## src/rtl/calc_core_pkg.sv

```systemverilog
// Shared definitions for the keypad calculator: key codes, operator and state
// encodings, display codes and the small structs passed between core and divider.
package calc_core_pkg;

    localparam logic [4:0] KEY_9    = 5'h09;
    localparam logic [4:0] KEY_ADD  = 5'h0A;
    localparam logic [4:0] KEY_SUB  = 5'h0B;
    localparam logic [4:0] KEY_MUL  = 5'h0C;
    localparam logic [4:0] KEY_DIV  = 5'h0D;
    localparam logic [4:0] KEY_MOD  = 5'h0E;
    localparam logic [4:0] KEY_EQ   = 5'h0F;
    localparam logic [4:0] KEY_IDLE = 5'h1F;

    localparam logic [2:0] OP_ADD = 3'd0;
    localparam logic [2:0] OP_SUB = 3'd1;
    localparam logic [2:0] OP_MUL = 3'd2;
    localparam logic [2:0] OP_DIV = 3'd3;
    localparam logic [2:0] OP_MOD = 3'd4;

    localparam logic [31:0] DISP_ERR   = 32'h00EE_0000;
    localparam logic [31:0] DISP_HAPPY = 32'h00A0_0000;

    localparam logic [2:0] ST_ENTER_A  = 3'd0;
    localparam logic [2:0] ST_OP_SHOWN = 3'd1;
    localparam logic [2:0] ST_ENTER_B  = 3'd2;
    localparam logic [2:0] ST_EVAL     = 3'd3;
    localparam logic [2:0] ST_RESULT   = 3'd4;
    localparam logic [2:0] ST_ERROR    = 3'd5;

    localparam int DEF_MAX_POS    = 999_999;
    localparam int DEF_MIN_NEG    = -99_999;
    localparam int DEF_DIV_CYCLES = 32;

    typedef struct packed {
        logic       vld;
        logic [4:0] code;
    } key_evt_t;

    typedef struct packed {
        logic [31:0] dividend;
        logic [31:0] divisor;
    } div_req_t;

    typedef struct packed {
        logic [31:0] quo;
        logic [31:0] rem;
    } div_rsp_t;

    // Operator display codes are 0x0010_0000 .. 0x0050_0000 in op order.
    function automatic logic [31:0] op_disp(input logic [2:0] op);
        logic [31:0] d;
        d        = '0;
        d[22:20] = op + 3'd1;
        return d;
    endfunction

endpackage

```

## src/rtl/calc_core_if.sv

```systemverilog
// Keypad-to-display link of the calculator core: key code in, display word out.
interface calc_core_if;
    logic [4:0]         eBCD;
    logic signed [31:0] fnd_serial;

    modport master (output eBCD, input fnd_serial);
    modport slave  (input eBCD, output fnd_serial);
endinterface

```

## src/rtl/calc_divider.sv

```systemverilog
// Restoring unsigned 32/32 divider, one quotient bit per cycle, start/done handshake.
import calc_core_pkg::*;

module calc_divider #(
    parameter int DIV_CYCLES = DEF_DIV_CYCLES
) (
    input  logic     clk,
    input  logic     rst,
    input  logic     start,
    input  div_req_t req,
    output logic     done,
    output div_rsp_t rsp
);

    localparam int CW = $clog2(DIV_CYCLES + 1);

    logic          busy;
    logic [CW-1:0] cnt;
    logic [31:0]   dvs, rem, quo;
    logic [32:0]   shifted;
    logic [31:0]   diff;
    logic          ge;

    // When ge holds the true difference is below dvs, so the low 32 bits suffice.
    always_comb begin
        shifted = {rem, quo[31]};
        ge      = shifted >= {1'b0, dvs};
        diff    = shifted[31:0] - dvs;
    end

    always_ff @(posedge clk) begin
        if (!rst) begin
            busy <= 1'b0;
            done <= 1'b0;
            cnt  <= '0;
            dvs  <= '0;
            rem  <= '0;
            quo  <= '0;
        end else begin
            done <= 1'b0;
            if (start) begin
                busy <= 1'b1;
                cnt  <= CW'(DIV_CYCLES);
                dvs  <= req.divisor;
                rem  <= '0;
                quo  <= req.dividend;
            end else if (busy) begin
                rem <= ge ? diff : shifted[31:0];
                quo <= {quo[30:0], ge};
                cnt <= cnt - 1'b1;
                if (cnt == CW'(1)) begin
                    busy <= 1'b0;
                    done <= 1'b1;
                end
            end
        end
    end

    assign rsp.quo = quo;
    assign rsp.rem = rem;

endmodule

```

## src/rtl/calc_core.sv

```systemverilog
// Calculator core: key-event detection, operand entry, evaluation and the
// registered display word for the segment driver.
import calc_core_pkg::*;

module calc_core #(
    parameter int MAX_POS    = DEF_MAX_POS,
    parameter int MIN_NEG    = DEF_MIN_NEG,
    parameter int DIV_CYCLES = DEF_DIV_CYCLES
) (
    input logic        sw_clk,
    input logic        rst,
    calc_core_if.slave bus
);

    localparam logic signed [63:0] MAX64 = 64'(MAX_POS);
    localparam logic signed [63:0] MIN64 = 64'(MIN_NEG);

    logic [4:0]         prev;
    key_evt_t           evt;
    logic [2:0]         state, op;
    logic signed [31:0] acc_a, acc_b, fnd;

    logic               is_digit, is_op, is_eq, is_div;
    logic [2:0]         key_op;
    logic signed [31:0] edit;
    logic signed [63:0] entry_val, ext_a, ext_b, arith_res;
    logic [31:0]        mag_a, mag_b;
    logic signed [31:0] q_s, r_s, div_res;
    logic               div_start, div_done;
    div_req_t           div_req;
    div_rsp_t           div_rsp;

    function automatic logic in_range(input logic signed [63:0] v);
        return (v >= MIN64) && (v <= MAX64);
    endfunction

    always_comb begin
        is_digit  = evt.code <= KEY_9;
        is_op     = (evt.code >= KEY_ADD) && (evt.code <= KEY_MOD);
        is_eq     = evt.code == KEY_EQ;
        key_op    = evt.code[2:0] - 3'd2;
        is_div    = (op == OP_DIV) || (op == OP_MOD);
        edit      = (state == ST_ENTER_B) ? acc_b : acc_a;
        entry_val = 64'(edit) * 64'sd10 + $signed({60'd0, evt.code[3:0]});
        ext_a     = 64'(acc_a);
        ext_b     = 64'(acc_b);
        case (op)
            OP_ADD:  arith_res = ext_a + ext_b;
            OP_SUB:  arith_res = ext_a - ext_b;
            OP_MUL:  arith_res = ext_a * ext_b;
            default: arith_res = ext_a;
        endcase
        // Divider works on magnitudes; signs are restored here.
        mag_a   = acc_a[31] ? -acc_a : acc_a;
        mag_b   = acc_b[31] ? -acc_b : acc_b;
        q_s     = (acc_a[31] ^ acc_b[31]) ? -$signed(div_rsp.quo) : $signed(div_rsp.quo);
        r_s     = acc_a[31] ? -$signed(div_rsp.rem) : $signed(div_rsp.rem);
        div_res = (op == OP_MOD) ? r_s : q_s;
    end

    assign div_start = evt.vld && is_eq && (state == ST_ENTER_B) && is_div && (acc_b != 0);
    assign div_req.dividend = mag_a;
    assign div_req.divisor  = mag_b;

    calc_divider #(.DIV_CYCLES(DIV_CYCLES)) u_div (
        .clk   (sw_clk),
        .rst   (rst),
        .start (div_start),
        .req   (div_req),
        .done  (div_done),
        .rsp   (div_rsp)
    );

    always_ff @(posedge sw_clk) begin
        if (!rst) begin
            prev  <= KEY_IDLE;
            evt   <= '0;
            state <= ST_ENTER_A;
            op    <= OP_ADD;
            acc_a <= '0;
            acc_b <= '0;
            fnd   <= DISP_HAPPY;
        end else begin
            prev     <= bus.eBCD;
            evt.vld  <= (prev == KEY_IDLE) && (bus.eBCD != KEY_IDLE);
            evt.code <= bus.eBCD;
            if (state == ST_EVAL) begin
                // Events arriving while the divider runs are dropped.
                if (div_done) begin
                    if (in_range(64'(div_res))) begin
                        acc_a <= div_res;
                        fnd   <= div_res;
                        state <= ST_RESULT;
                    end else begin
                        fnd   <= DISP_ERR;
                        state <= ST_ERROR;
                    end
                end
            end else if (evt.vld) begin
                if (is_digit) begin
                    case (state)
                        ST_ENTER_A: if (entry_val <= MAX64) begin
                            acc_a <= entry_val[31:0];
                            fnd   <= entry_val[31:0];
                        end
                        ST_ENTER_B: if (entry_val <= MAX64) begin
                            acc_b <= entry_val[31:0];
                            fnd   <= entry_val[31:0];
                        end
                        ST_OP_SHOWN: begin
                            acc_b <= {28'd0, evt.code[3:0]};
                            fnd   <= {28'd0, evt.code[3:0]};
                            state <= ST_ENTER_B;
                        end
                        default: begin
                            acc_a <= {28'd0, evt.code[3:0]};
                            fnd   <= {28'd0, evt.code[3:0]};
                            state <= ST_ENTER_A;
                        end
                    endcase
                end else if (is_op) begin
                    // From RESULT, acc_a already holds the result, so chaining is free.
                    if (state == ST_ENTER_A || state == ST_RESULT || state == ST_OP_SHOWN) begin
                        op    <= key_op;
                        fnd   <= op_disp(key_op);
                        state <= ST_OP_SHOWN;
                    end
                end else if (is_eq && state == ST_ENTER_B) begin
                    if (is_div) begin
                        if (acc_b == 0) begin
                            fnd   <= DISP_ERR;
                            state <= ST_ERROR;
                        end else begin
                            state <= ST_EVAL;
                        end
                    end else if (in_range(arith_res)) begin
                        acc_a <= arith_res[31:0];
                        fnd   <= arith_res[31:0];
                        state <= ST_RESULT;
                    end else begin
                        fnd   <= DISP_ERR;
                        state <= ST_ERROR;
                    end
                end
            end
        end
    end

    assign bus.fnd_serial = fnd;

endmodule

```

## src/flat_wrapper.sv

```systemverilog
// flat-port wrapper written by rule: the top's interface ports become plain ports
module calc_core_flat 
#(
    parameter int MAX_POS    = DEF_MAX_POS,
    parameter int MIN_NEG    = DEF_MIN_NEG,
    parameter int DIV_CYCLES = DEF_DIV_CYCLES
)
  (sw_clk, rst, bus_eBCD, bus_fnd_serial);
  calc_core_if bus_i ();
  input logic sw_clk;
  input logic rst;
  input wire logic [$bits(bus_i.eBCD)-1:0] bus_eBCD;
  output wire logic [$bits(bus_i.fnd_serial)-1:0] bus_fnd_serial;
  assign bus_i.eBCD = bus_eBCD;
  assign bus_fnd_serial = bus_i.fnd_serial;
  calc_core #(.MAX_POS(MAX_POS), .MIN_NEG(MIN_NEG), .DIV_CYCLES(DIV_CYCLES)) u_core (.sw_clk(sw_clk), .rst(rst), .bus(bus_i));
endmodule
```

## config.mk

```make
export PLATFORM = sky130hd
export DESIGN_NAME = calc_core_flat
export DESIGN_NICKNAME = d
export VERILOG_FILES = /design/src/rtl/calc_core_pkg.sv /design/src/rtl/calc_core_if.sv /design/src/rtl/calc_divider.sv /design/src/rtl/calc_core.sv /design/src/flat_wrapper.sv
export SDC_FILE = /design/constraint.sdc
export NUM_CORES = 2
export LEC_CHECK = 0
export BUFFER_PORTS_ARGS = -buffer_cell sky130_fd_sc_hd__buf_2
export CELL_PAD_IN_SITES_DETAIL_PLACEMENT = 1
export CELL_PAD_IN_SITES_GLOBAL_PLACEMENT = 2
export CORE_MARGIN = 4
export CORE_UTILIZATION = 34
export CTS_CLUSTER_SIZE = 20
export DETAILED_ROUTE_END_ITERATION = 6
export GPL_ROUTABILITY_DRIVEN = 0
export MAX_ROUTING_LAYER = met4
export PLACE_DENSITY = 0.7
export SYNTH_ARGS = -nofsm -noshare
export SYNTH_HDL_FRONTEND = slang
export SYNTH_SLANG_ARGS = --single-unit
```

## constraint.sdc

```tcl
create_clock -name sw_clk -period 11.4 [get_ports sw_clk]
set_input_delay 2.28 -clock sw_clk [delete_from_list [all_inputs] [get_ports sw_clk]]
set_output_delay 2.28 -clock sw_clk [all_outputs]
set_load 0.005 [all_outputs]
```

==> flow_metrics.tcl <==
set metrics [dict create \
    status "finished, final reports clean" \
    netlist.area_leader.share_pct 36.1 \
    startpoint_type "flop" \
    grt_pass1_wl_um 387000 \
    ys.flop_type "dfxtp_1" \
    drt-total-wl_um 258000 \
    synth_simple_gate_area_share_pct 18.6 \
    synth-edff-count 0 \
    dpl.hpwl_um 210000 \
    hold_depth 2 \
    slew_headroom_pct 12.9 \
    hold_buffers 0 \
    syn-cell-area_mm2 0.0603 \
    tritoncts "built" \
    cts.sinks 217 \
    vias_per_cell 5.58 \
    final_nets 8640 \
    die_y_um 429 \
    dpl_worst_slack_ns -0.946 \
    synth_area_leader_cell "fa_1" \
    drc 0 \
    grt_pass1_vias 57700 \
    boundaryPins 39 \
    powerDensity_mw_per_mm2 29.4 \
    area_growth_pct 8.12 \
    synth_compound_area_share_pct 14.0 \
    start_util_pct 34.2 \
    synthMuxAreaShare_pct 2.28 \
    syn_inst 7295 \
    syn_area_per_cell_um2 8.26 \
    cts_root_buf "clkbuf_16" \
    ys_ff_latch 217 \
    synth-adder-area-share_pct 43.5 \
    hold_viol 0 \
    timing.fmax_mhz 89.9 \
    first_pass_iters 6 \
    placeableCoreArea_mm2 0.176 \
    numCtsBuffers 29 \
    synth.most_common_cell "inv_1" \
    drive_gt1_share_pct 7.61 \
    rsz0062_at_grt "false" \
    timing.final.ws_setup_ns 0.277 \
    first_iter_violations 4075 \
    setup_viol 0 \
    die_w_um 429 \
    final_core_util_pct 37.0 \
    cts_max_level 1 \
    max_stage_delay_ns 0.62 \
    syn_nets 8747 \
    synthTopCellsByArea "fa_1 36%, inv_1 7.6%, ha_1 7.4%, dfxtp_1 7.2%, nand2_1 5.1%" \
    critPathArrivalTime_ns 11.63 \
    fin_crit_sh_pct 97.6 \
    rr_worst_depth 36 \
    synthTopCellsByCount "1228 x inv_1, 1087 x fa_1, 825 x nand2_1" \
    clk_latency_ns 0.62 \
    vias 53300 \
    multi_input_area_mm2 0.0496 \
    max-vdd-ir-drop_uv 119 \
    cp_slowest_cell "or4_1" \
    clock_path_buffers 3 \
    rows 154 \
    yosys_warnings 0 \
    gr-usage-all-layers_pct 28.7 \
    grt_max_degree 86 \
    async_flop_share_pct 0 \
    cap_violations 0 \
    ant_nets 0 \
    ys_seq_area_share_pct 7.21 \
    port_buffers 38 \
    synth_top_family_by_area "adder cells" \
    worstSetupPathType "reg2reg" \
    clk_pin_slew_worst_paths_ns 0.07 \
    wl_per_cell_um 27.0 \
    cp_max_fo 32 \
    grt_overflow 0 \
    seq_area_mm2 0.00444 \
    antenna_found_initial 9 \
    skew_ns 0.0518 \
    worst_path_most_repeated_cell "fa_1" \
    end_kind "flop" \
    synth-xor-area-share_pct 3.66 \
    period_needed_ns 11.12 \
    slew_violations 0 \
    die_area_mm2 0.184 \
    hp-class "reg2reg" \
    required_ns 11.90 \
    worstMarginPinSlew_ns 1.31 \
    leakagePower_uw 0.0310 \
    fill_cells 21000 \
    synthDistinctLibCells 118 \
    fin_tns_setup_ns 0 \
]
==> metal layers <==
metal,global-route usage (%),vias up,share of wire [%]
met4,11.1,0,5.1
met2,45.9,1705,46
met1,37.5,28000,43
met3,3.09,452,6.0
li1,-,23200,-
met5,-,-,0
==> final timing paths <==
kind / start / end / slack (ns)
max: u_core.acc_b[21] / u_core.acc_a[31] / 0.28
min: u_core.prev[3] / u_core.evt[5] / 0.44
max reg2reg: u_core.acc_b[21] / u_core.acc_a[31] / 0.28
min reg2reg: u_core.prev[3] / u_core.evt[5] / 0.44
==> final cells by class <==
| type | instances | area share (%) |
|---|---|---|
| Sequential cell | 217 | 6.81 |
| Antenna cell | 10 | 0.0384 |
| Inverter | 1239 | 7.17 |
| Clock buffer | 39 | 1.25 |
| Multi-Input combinational cell | 5387 | 76.2 |
| Clock inverter | 15 | 0.236 |
| Tap cell | 2340 | 4.49 |
| Timing Repair Buffer | 314 | 3.82 |
==> logic make-up after synthesis <==
family / after synthesis
fa+ha+maj: 1445
xor+xnor: 252
buf+inv: 1691
mux: 133
simple gates: 2317
compound gates: 1240
flops: 217
==> per-stage QoR <==
step	area [µm²]	total power, µW	instances	hold WS (ns)
6_report	65200	1910	9561	0.436
5_1_grt	65100	1960	9557	0.457
4_1_cts	64900	1930	9538	0.441
3_5_place_dp	63800	955	9484	0.431
3_3_place_gp	63800	953	9484	0.425
2_1_floorplan	60300	887	7295	0.402
==> registers in the layout, indices dropped and copies added, names as in the netlist <==
name,flops
u_core.acc_a,32
u_core.acc_b,32
u_core.bus.fnd_serial,32
u_core.u_div.dvs,32
u_core.u_div.quo,32
u_core.u_div.rem,32
u_core.evt,6
u_core.u_div.cnt,6
u_core.prev,5
u_core.op,3
u_core.state,3
u_core.u_div.busy,1
u_core.u_div.done,1
==> critical path, delay by kind of cell, from the launching register on <==
family | cells | cell delay (ns)
AND/OR/NAND/NOR | 10 | 3.31
multiplexers | 1 | 0.29
adder cells (fa/ha/maj) | 9 | 4.30
buffers and inverters | 11 | 1.87
AO/OA/AOI/OAI | 5 | 0.85
flip-flops | 1 | 0.31
==> report_power, final <==
group	internal, µW	leakage [µW]	switching, µW
logic	50.4	0.0288	118
registers	763	0.00178	10.4
clock network	548	0.000466	424
total	1360	0.0310	552
==> timing repair <==
action / 4_1_cts / 5_1_grt
pin swaps: 1 / 4
setup endpoints to repair: 65 / 63
buffers inserted: 0 / 13
resized for setup: 18 / 47
==> layout by cell type, fill, tap and decap left out, drive strengths merged, types with 39 or more instances in the layout <==
cell type	netlist	final
inv	1229	1227
fa	1087	1087
nand2	826	826
nor2	490	490
and2	420	420
ha	358	358
a21oi	327	327
buf	83	314
o21ai	239	239
dfxtp	217	217
xnor2	164	164
nor3	124	124
a211oi	109	109
mux2i	100	100
nand3	93	93
xor2	88	88
nand2b	68	68
a21o	61	61
nand4	56	56
o211ai	55	55
a31oi	53	53
o31ai	44	44
or3	40	40
and3	40	40
clkbuf	369	39
No activity file was read; power rests on OpenSTA's default activity.
